===== src/rtl/reg_pipe_pkg.sv =====
// Shared definitions for the reg_pipe elastic register pipeline.
// Holds the default geometry and the main/skid storage beat type.
package reg_pipe_pkg;

    localparam int REG_PIPE_WIDTH = 8;
    localparam int REG_PIPE_DEPTH = 2;

    typedef struct packed {
        logic                      valid;
        logic [REG_PIPE_WIDTH-1:0] data;
    } reg_pipe_beat_t;

endpackage


===== src/rtl/reg_pipe_stage.sv =====
// One skid-buffered valid/ready register stage of reg_pipe.
// The flush input exists only when REG_PIPE_FLUSH_EN is defined.
module reg_pipe_stage
    import reg_pipe_pkg::*;
#(
    parameter int  WIDTH  = REG_PIPE_WIDTH,
    parameter type beat_t = reg_pipe_beat_t
) (
    input  logic             clk,
    input  logic             rst,
`ifdef REG_PIPE_FLUSH_EN
    input  logic             flush,
`endif
    input  logic             up_valid,
    input  logic [WIDTH-1:0] up_data,
    output logic             up_ready,
    output logic             dn_valid,
    output logic [WIDTH-1:0] dn_data,
    input  logic             dn_ready
);

    beat_t m_r;
    beat_t s_r;
    beat_t m_nxt_s;
    beat_t s_nxt_s;
    logic  ready_r;
    logic  dn_free_s;
    logic  in_xfer_s;

    // Next main/skid contents; data fields only change when a word moves.
    always_comb begin
        dn_free_s = dn_ready | ~m_r.valid;
        in_xfer_s = up_valid & ready_r;
        m_nxt_s   = m_r;
        s_nxt_s   = s_r;
        if (dn_free_s) begin
            if (s_r.valid) begin
                m_nxt_s       = s_r;
                s_nxt_s.valid = 1'b0;
            end else if (in_xfer_s) begin
                m_nxt_s.valid = 1'b1;
                m_nxt_s.data  = up_data;
            end else begin
                m_nxt_s.valid = 1'b0;
            end
        end else if (in_xfer_s) begin
            // ready_r guarantees the skid is empty here
            s_nxt_s.valid = 1'b1;
            s_nxt_s.data  = up_data;
        end else begin
            s_nxt_s = s_r;
        end
    end

    // Stage state; ready tracks the next skid occupancy so it stays a pure register.
    always_ff @(posedge clk) begin
        if (rst) begin
            m_r     <= '0;
            s_r     <= '0;
            ready_r <= 1'b0;
        end
`ifdef REG_PIPE_FLUSH_EN
        else if (flush) begin
            m_r.valid <= 1'b0;
            s_r.valid <= 1'b0;
            ready_r   <= 1'b1;
        end
`endif
        else begin
            m_r     <= m_nxt_s;
            s_r     <= s_nxt_s;
            ready_r <= ~s_nxt_s.valid;
        end
    end

    assign up_ready = ready_r;
    assign dn_valid = m_r.valid;
    assign dn_data  = m_r.data;

endmodule


===== src/rtl/reg_pipe.sv =====
// Elastic register pipeline: DEPTH skid-buffered stages, capacity 2*DEPTH words.
// Define REG_PIPE_FLUSH_EN to add the synchronous flush input.
module reg_pipe
    import reg_pipe_pkg::*;
#(
    parameter int WIDTH = REG_PIPE_WIDTH,
    parameter int DEPTH = REG_PIPE_DEPTH
) (
    input  logic             clk,
    input  logic             rst,
`ifdef REG_PIPE_FLUSH_EN
    input  logic             flush,
`endif
    input  logic             in_valid,
    input  logic [WIDTH-1:0] in_data,
    output logic             in_ready,
    output logic             out_valid,
    output logic [WIDTH-1:0] out_data,
    input  logic             out_ready
);

    typedef struct packed {
        logic             valid;
        logic [WIDTH-1:0] data;
    } beat_t;

    // Index k is the link feeding stage k; index DEPTH is the pipeline output.
    logic [DEPTH:0]   vld_s;
    logic [DEPTH:0]   rdy_s;
    logic [WIDTH-1:0] dat_s [DEPTH+1];

    assign vld_s[0]     = in_valid;
    assign dat_s[0]     = in_data;
    assign in_ready     = rdy_s[0];
    assign rdy_s[DEPTH] = out_ready;
    assign out_valid    = vld_s[DEPTH];
    assign out_data     = dat_s[DEPTH];

    for (genvar k = 0; k < DEPTH; k++) begin : g_stage
        reg_pipe_stage #(
            .WIDTH  (WIDTH),
            .beat_t (beat_t)
        ) u_stage (
            .clk      (clk),
            .rst      (rst),
`ifdef REG_PIPE_FLUSH_EN
            .flush    (flush),
`endif
            .up_valid (vld_s[k]),
            .up_data  (dat_s[k]),
            .up_ready (rdy_s[k]),
            .dn_valid (vld_s[k+1]),
            .dn_data  (dat_s[k+1]),
            .dn_ready (rdy_s[k+1])
        );
    end

endmodule


===== config.mk =====
export PLATFORM = sky130hd
export DESIGN_NAME = reg_pipe
export DESIGN_NICKNAME = d
export VERILOG_FILES = /design/src/rtl/reg_pipe_pkg.sv /design/src/rtl/reg_pipe_stage.sv /design/src/rtl/reg_pipe.sv
export SDC_FILE = /design/constraint.sdc
export NUM_CORES = 1
export LEC_CHECK = 0
export BUFFER_PORTS_ARGS = -buffer_cell sky130_fd_sc_hd__buf_2
export CAP_MARGIN = 20
export CELL_PAD_IN_SITES_DETAIL_PLACEMENT = 1
export CELL_PAD_IN_SITES_GLOBAL_PLACEMENT = 1
export CORE_MARGIN = 8
export CORE_UTILIZATION = 47
export CTS_CLUSTER_SIZE = 16
export DETAILED_ROUTE_END_ITERATION = 8
export GPL_TIMING_DRIVEN = 0
export PLACE_DENSITY = 0.84
export SLEW_MARGIN = 15
export SYNTH_ARGS = -nofsm -noshare
export SYNTH_HDL_FRONTEND = slang
export SYNTH_SLANG_ARGS = --single-unit

===== constraint.sdc =====
create_clock -name clk -period 3.05 [get_ports clk]
set_input_delay 0.4575 -clock clk [delete_from_list [all_inputs] [get_ports clk]]
set_output_delay 0.4575 -clock clk [all_outputs]
set_load 0.02 [all_outputs]

## After elaboration in Yosys (flattened, before gate mapping)

Index checks and enable logic that the tools add are counted.

| storage, ports and cells | value |
|---|---|
| bits of input ports | 12 |
| logic and storage cells | 36 |
| output and inout port bits | 10 |
| flip-flop bits (word level) | 38 |

| cells by class | value |
|---|---|
| reduce and logical (&&, ||, !) cells | 6 |
| multiplexer cells | 10 |
| bitwise operators | 10 |

Operators by type and width:

| kind | number |
|---|---|
| 9-bit 2-to-1 mux | 4 |
| 8-bit 2-to-1 mux | 2 |
| 2-bit AND reduction | 4 |
| 1-bit NOT | 6 |
| 1-bit 2-to-1 mux | 4 |
| 2-bit nonzero test | 2 |
| 1-bit AND | 2 |
| 1-bit bitwise OR | 2 |

## Logic depth before layout (Yosys ltp)

| logic depth | value |
|---|---|
| word-level depth | 4 |
| depth in mapped cells | 5 |
| depth with buffers taken out | 3 |

## Modules after synthesis

A second synthesis with hierarchy kept.

| unflattened totals | value |
|---|---|
| cells, all modules | 166 |
| area total of the unflattened synthesis | 1699.1 µm² |

By module, submodules not included:

| module | area each (µm²) | times used | seq. area each (µm²) | cells an instance |
|---|---|---|---|---|
| reg_pipe_stage | 849.6 | 2 | 380.4 | 83 |

## Worst setup path after synthesis

Ideal clock, no wire load.

| path | value |
|---|---|
| kind | input to register |
| from | input rst |
| to | register g_stage[0].u_stage.m_r (netlist bit g_stage[0].u_stage.dn_valid) |
| stages on the path | 3 |
| required time | 2.917 ns |
| path slack | 1.924 ns |
| data arrival time | 0.993 ns |
| library setup time | 0.133 ns |
| buffers on the path | 2 |
| path through | buf_2 clkbuf_1 a21oi_1 |

RTL lines:

| what | line | RTL |
|---|---|---|
| start: declaration | reg_pipe.sv:10 | `input logic rst,` |
| end signal: assignment | reg_pipe_stage.sv:70 | `m_r <= m_nxt_s;` |
| end: declaration | reg_pipe_stage.sv:22 | `beat_t m_r;` |

No word-level cell between the ends.

## Worst setup path after layout

| path | value |
|---|---|
| from | register g_stage[1].u_stage.m_r (netlist bit g_stage[1].u_stage.dn_data[1]) |
| to | output out_data[1] |

RTL lines:

| what | line | RTL |
|---|---|---|
| start: declaration | reg_pipe_stage.sv:22 |  |
| start signal: assignment | reg_pipe_stage.sv:70 |  |
| end: declaration | reg_pipe.sv:18 | `output logic [WIDTH-1:0] out_data,` |

No word-level cell between the ends.

==> summary.md <==
| Metric | Value |
|---|---|
| Status | `completed` |
| Root buf cell | `clkbuf_8` |
| Fin crit share | `45.0%` |
| Worst Slack Setup Final | `~1700 ps` |
| Vias in the first global route | `roughly 1400` |
| Initial core utilization | `48.0%` |
| Clk_skew | `7.27 ps` |
| Setup Buffers After CTS | `0` |
| DRT iter0 DRCs | `between 60 and 70` |
| Synth Area in Compound Gates | `between 20% and 30%` |
| Net count, final | `between 200 and 250` |
| Post-route minimum period | `between 1000 and 1500 ps` |
| Leakage | `about 0.71 nW` |
| Warnings from Yosys | `0` |
| Slew of the pin with the lowest slew margin | `727 ps` |
| Cell Area, Synth | `about 0.0017 sq mm` |
| Syn avg cell area | `9.90 sq um` |
| Top Ports | `22` |
| CTS tree | `built` |
| Overall die area | `0.00588 sq mm` |
| DRT Wirelength | `3910 um` |
| Commonest non-fill, non-tap cell in the layout | `dfxtp_1` |
| Cell taking the most area after synthesis | `dfxtp_1` |
| Dpl ws | `~1700 ps` |
| Unrepaired setup endpoints after global routing | `false` |
| Post-CTS sizing | `0` |
| Gr ovfl total | `0` |
| Via count | `1327` |
| Gate count after technology mapping | `~180` |
| CP required | `approximately 2600 ps` |
| DIE WIDTH | `76.7 um` |
| Critical path's largest stage delay | `about 360 ps` |
| Count of input and output buffers | `20` |
| Hold_buf cts | `0` |
| Flops & latches, synth | `38` |
| DR pass1 iterations | `4` |
| DR DRC count | `0` |
| Worst hold path type | `in2reg` |
| PwrDens | `503 mW/mm^2` |
| Max VDD drop | `0.258 mV` |
| Final Slew Violations | `0` |
| Worst hold margin | `between 400 and 500 ps` |
| Syn Nets | `around 190` |
| Final setup viols | `0` |
| DRT antenna net count | `0` |
| Worst-path maximum fanout | `2` |
| Comb pwr share | `around 12%` |
| H-Tree Level Count | `2` |
| Number of vias per cell | `5.29` |
| Commonest cells after routing, fill and taps aside | `dfxtp_1, nand2_1, a21oi_1` |
| Reg clk slew, reported paths | `roughly 70 ps` |
| Final Hold Viols | `0` |
| Crit. End Element | `output port` |
| Simple-Gate Fraction of Synth Area | `13.0%` |
| Die Ht | `about 77 um` |
| Synth top area share | `between 40% and 50%` |
| Largest net degree at the start of global routing | `12` |
| Clock sinks | `38` |
| Detail Placement HPWL | `2990 um` |
| Core footprint | `about 0.0036 sq mm` |
| Internal power | `around 0.74 mW` |
| Fill cells | `436` |
| CP arrival | `slightly above 900 ps` |
| Synth Area in Adders | `0%` |
| Slew margin rel. | `51.5%` |
| CP startpoint kind | `flip-flop` |
| Sequential Area | `~760 sq um` |
| Number of inserted diodes | `0` |
| FMAX | `between 700 and 800 MHz` |
| Sw frac | `around a quarter` |
| NetSw | `about 0.25 mW` |
| Worst skew pair latency | `290 ps` |
| Seq pwr share | `between 50% and 60%` |
| Synth cell types | `19` |
| Layout cells sized above 1 | `between 30% and 40%` |
| CTS buffer count | `5` |
| CP Cell Sequence | `buf_4 -> buf_2` |
| Total Neg Setup Slack | `0 ps` |
| Setup CP Type | `reg2out` |
| GP Congestion | `~0.7` |
| Portion of netlist area occupied by mux cells | `slightly above 9%` |
| Max Root-Sink Buffers | `2` |
| Largest family of logic cells by synthesized area | `compound AO/OA/AOI/OAI gates` |
| Critical-path top delay cell | `dfxtp_1` |
| Multi-input logic area | `between 800 and 900 sq um` |
| Synth Area in XOR/XNOR | `0%` |
| Clock Power Share | `35.6%` |
| Gr usage total | `between 10% and 20%` |
| First-pass GRT wire length | `about 6700 um` |
| Max_cap viols | `0` |
| Number of antenna violations at the first check in global routing | `0` |
| FP Rows | `22` |
| Synth area leaders | `dfxtp_1, a211oi_2, mux2i_1` |
| Register area share after synthesis | `~44%` |
| Syn-to-layout area delta | `14.5%` |
| Drt wl/cell | `between 15 and 20 um` |
[cell families (layout without fill, tap and decap cells)]
family,Yosys count,in the layout
flip-flops,38,38
AND/OR/NAND/NOR,44,44
buffers and inverters,21,49
AO/OA/AOI/OAI,56,56
multiplexers,16,16
[power by group through the flow]
stage / registers (mW) / clock network (mW) / logic (mW)
floorplan: 0.536 / 0 / 0.0836
global placement: 0.537 / 0 / 0.110
detailed placement: 0.539 / 0 / 0.115
CTS: 0.528 / 0.364 / 0.116
global route: 0.530 / 0.384 / 0.125
finish: 0.528 / 0.356 / 0.115
[area by class of cell]
cell class	count	area share [%]
repair buffers	20	5.05
clock inverters	1	0.252
multi-input cells	116	41.8
well taps	48	3.03
flip-flops and latches	38	38.4
plain buffers	21	7.19
clock buffers	7	4.35
[layer usage]
layer | share of wire, % | routed length (um) | track usage [%] | vias up
met2 | 53 | 2060 | 25.1 | 21
met3 | 3.7 | 144 | 4.66 | 6
met5 | 0 | 0 | 0 | -
met4 | 1.4 | 53 | 4.62 | 0
met1 | 42 | 1650 | 14.7 | 635
li1 | - | - | - | 665
[synth_stat cells]
| master | number |
|---|---|
| clkbuf_1 | 2 |
| a21o_1 | 2 |
| nor2b_1 | 1 |
| nor2_4 | 1 |
| a21oi_1 | 28 |
| buf_6 | 2 |
| nor2_8 | 1 |
| nand4b_1 | 2 |
| buf_4 | 11 |
| buf_2 | 6 |
| nand2_1 | 32 |
| mux2i_1 | 16 |
| dfxtp_1 | 38 |
| a211oi_2 | 16 |
| and4b_1 | 2 |
| nor3_1 | 2 |
| nand2b_1 | 2 |
| and2b_1 | 1 |
| a21oi_2 | 10 |
[final timing paths]
| check | start | end | slack [ps] | depth (start not counted) |
|---|---|---|---|---|
| hold reg to reg | g_stage[0].u_stage.s_r[2] | g_stage[0].u_stage.s_r[2] | 460 | 2 |
| setup reg to reg | g_stage[1].u_stage.up_ready | g_stage[1].u_stage.s_r[1] | 1790 | 3 |
| setup / recovery | g_stage[1].u_stage.dn_data[1] | out_data[1] | 1680 | 2 |
| hold / removal | in_data[1] | g_stage[0].u_stage.s_r[1] | 410 | 3 |
[through the flow]
stage / util (%) / std cells / instance area (sq um) / total power [mW]
2_1_floorplan: - / 175 / 1730 / 0.620
3_3_place_gp: 52.5 / 243 / 1890 / 0.647
3_5_place_dp: 52.5 / 243 / 1890 / 0.654
4_1_cts: 55.0 / 251 / 1980 / 1.01
5_1_grt: 55.0 / 251 / 1980 / 1.04
6_report: 55.0 / 251 / 1980 / 0.998
[flip-flops by register name, indices dropped and copies added, names as in the netlist]
signal and flops:
g_stage.u_stage.s_r 18, g_stage.u_stage.dn_data 16, g_stage.u_stage.dn_valid 2, g_stage.u_stage.up_ready 2
[worst max-delay path: cells and delay by family (launching register included)]
kind     cells  cell delay [ps]
flops        1              360
buf+inv      2              260
No activity file was read; power rests on OpenSTA's default activity.
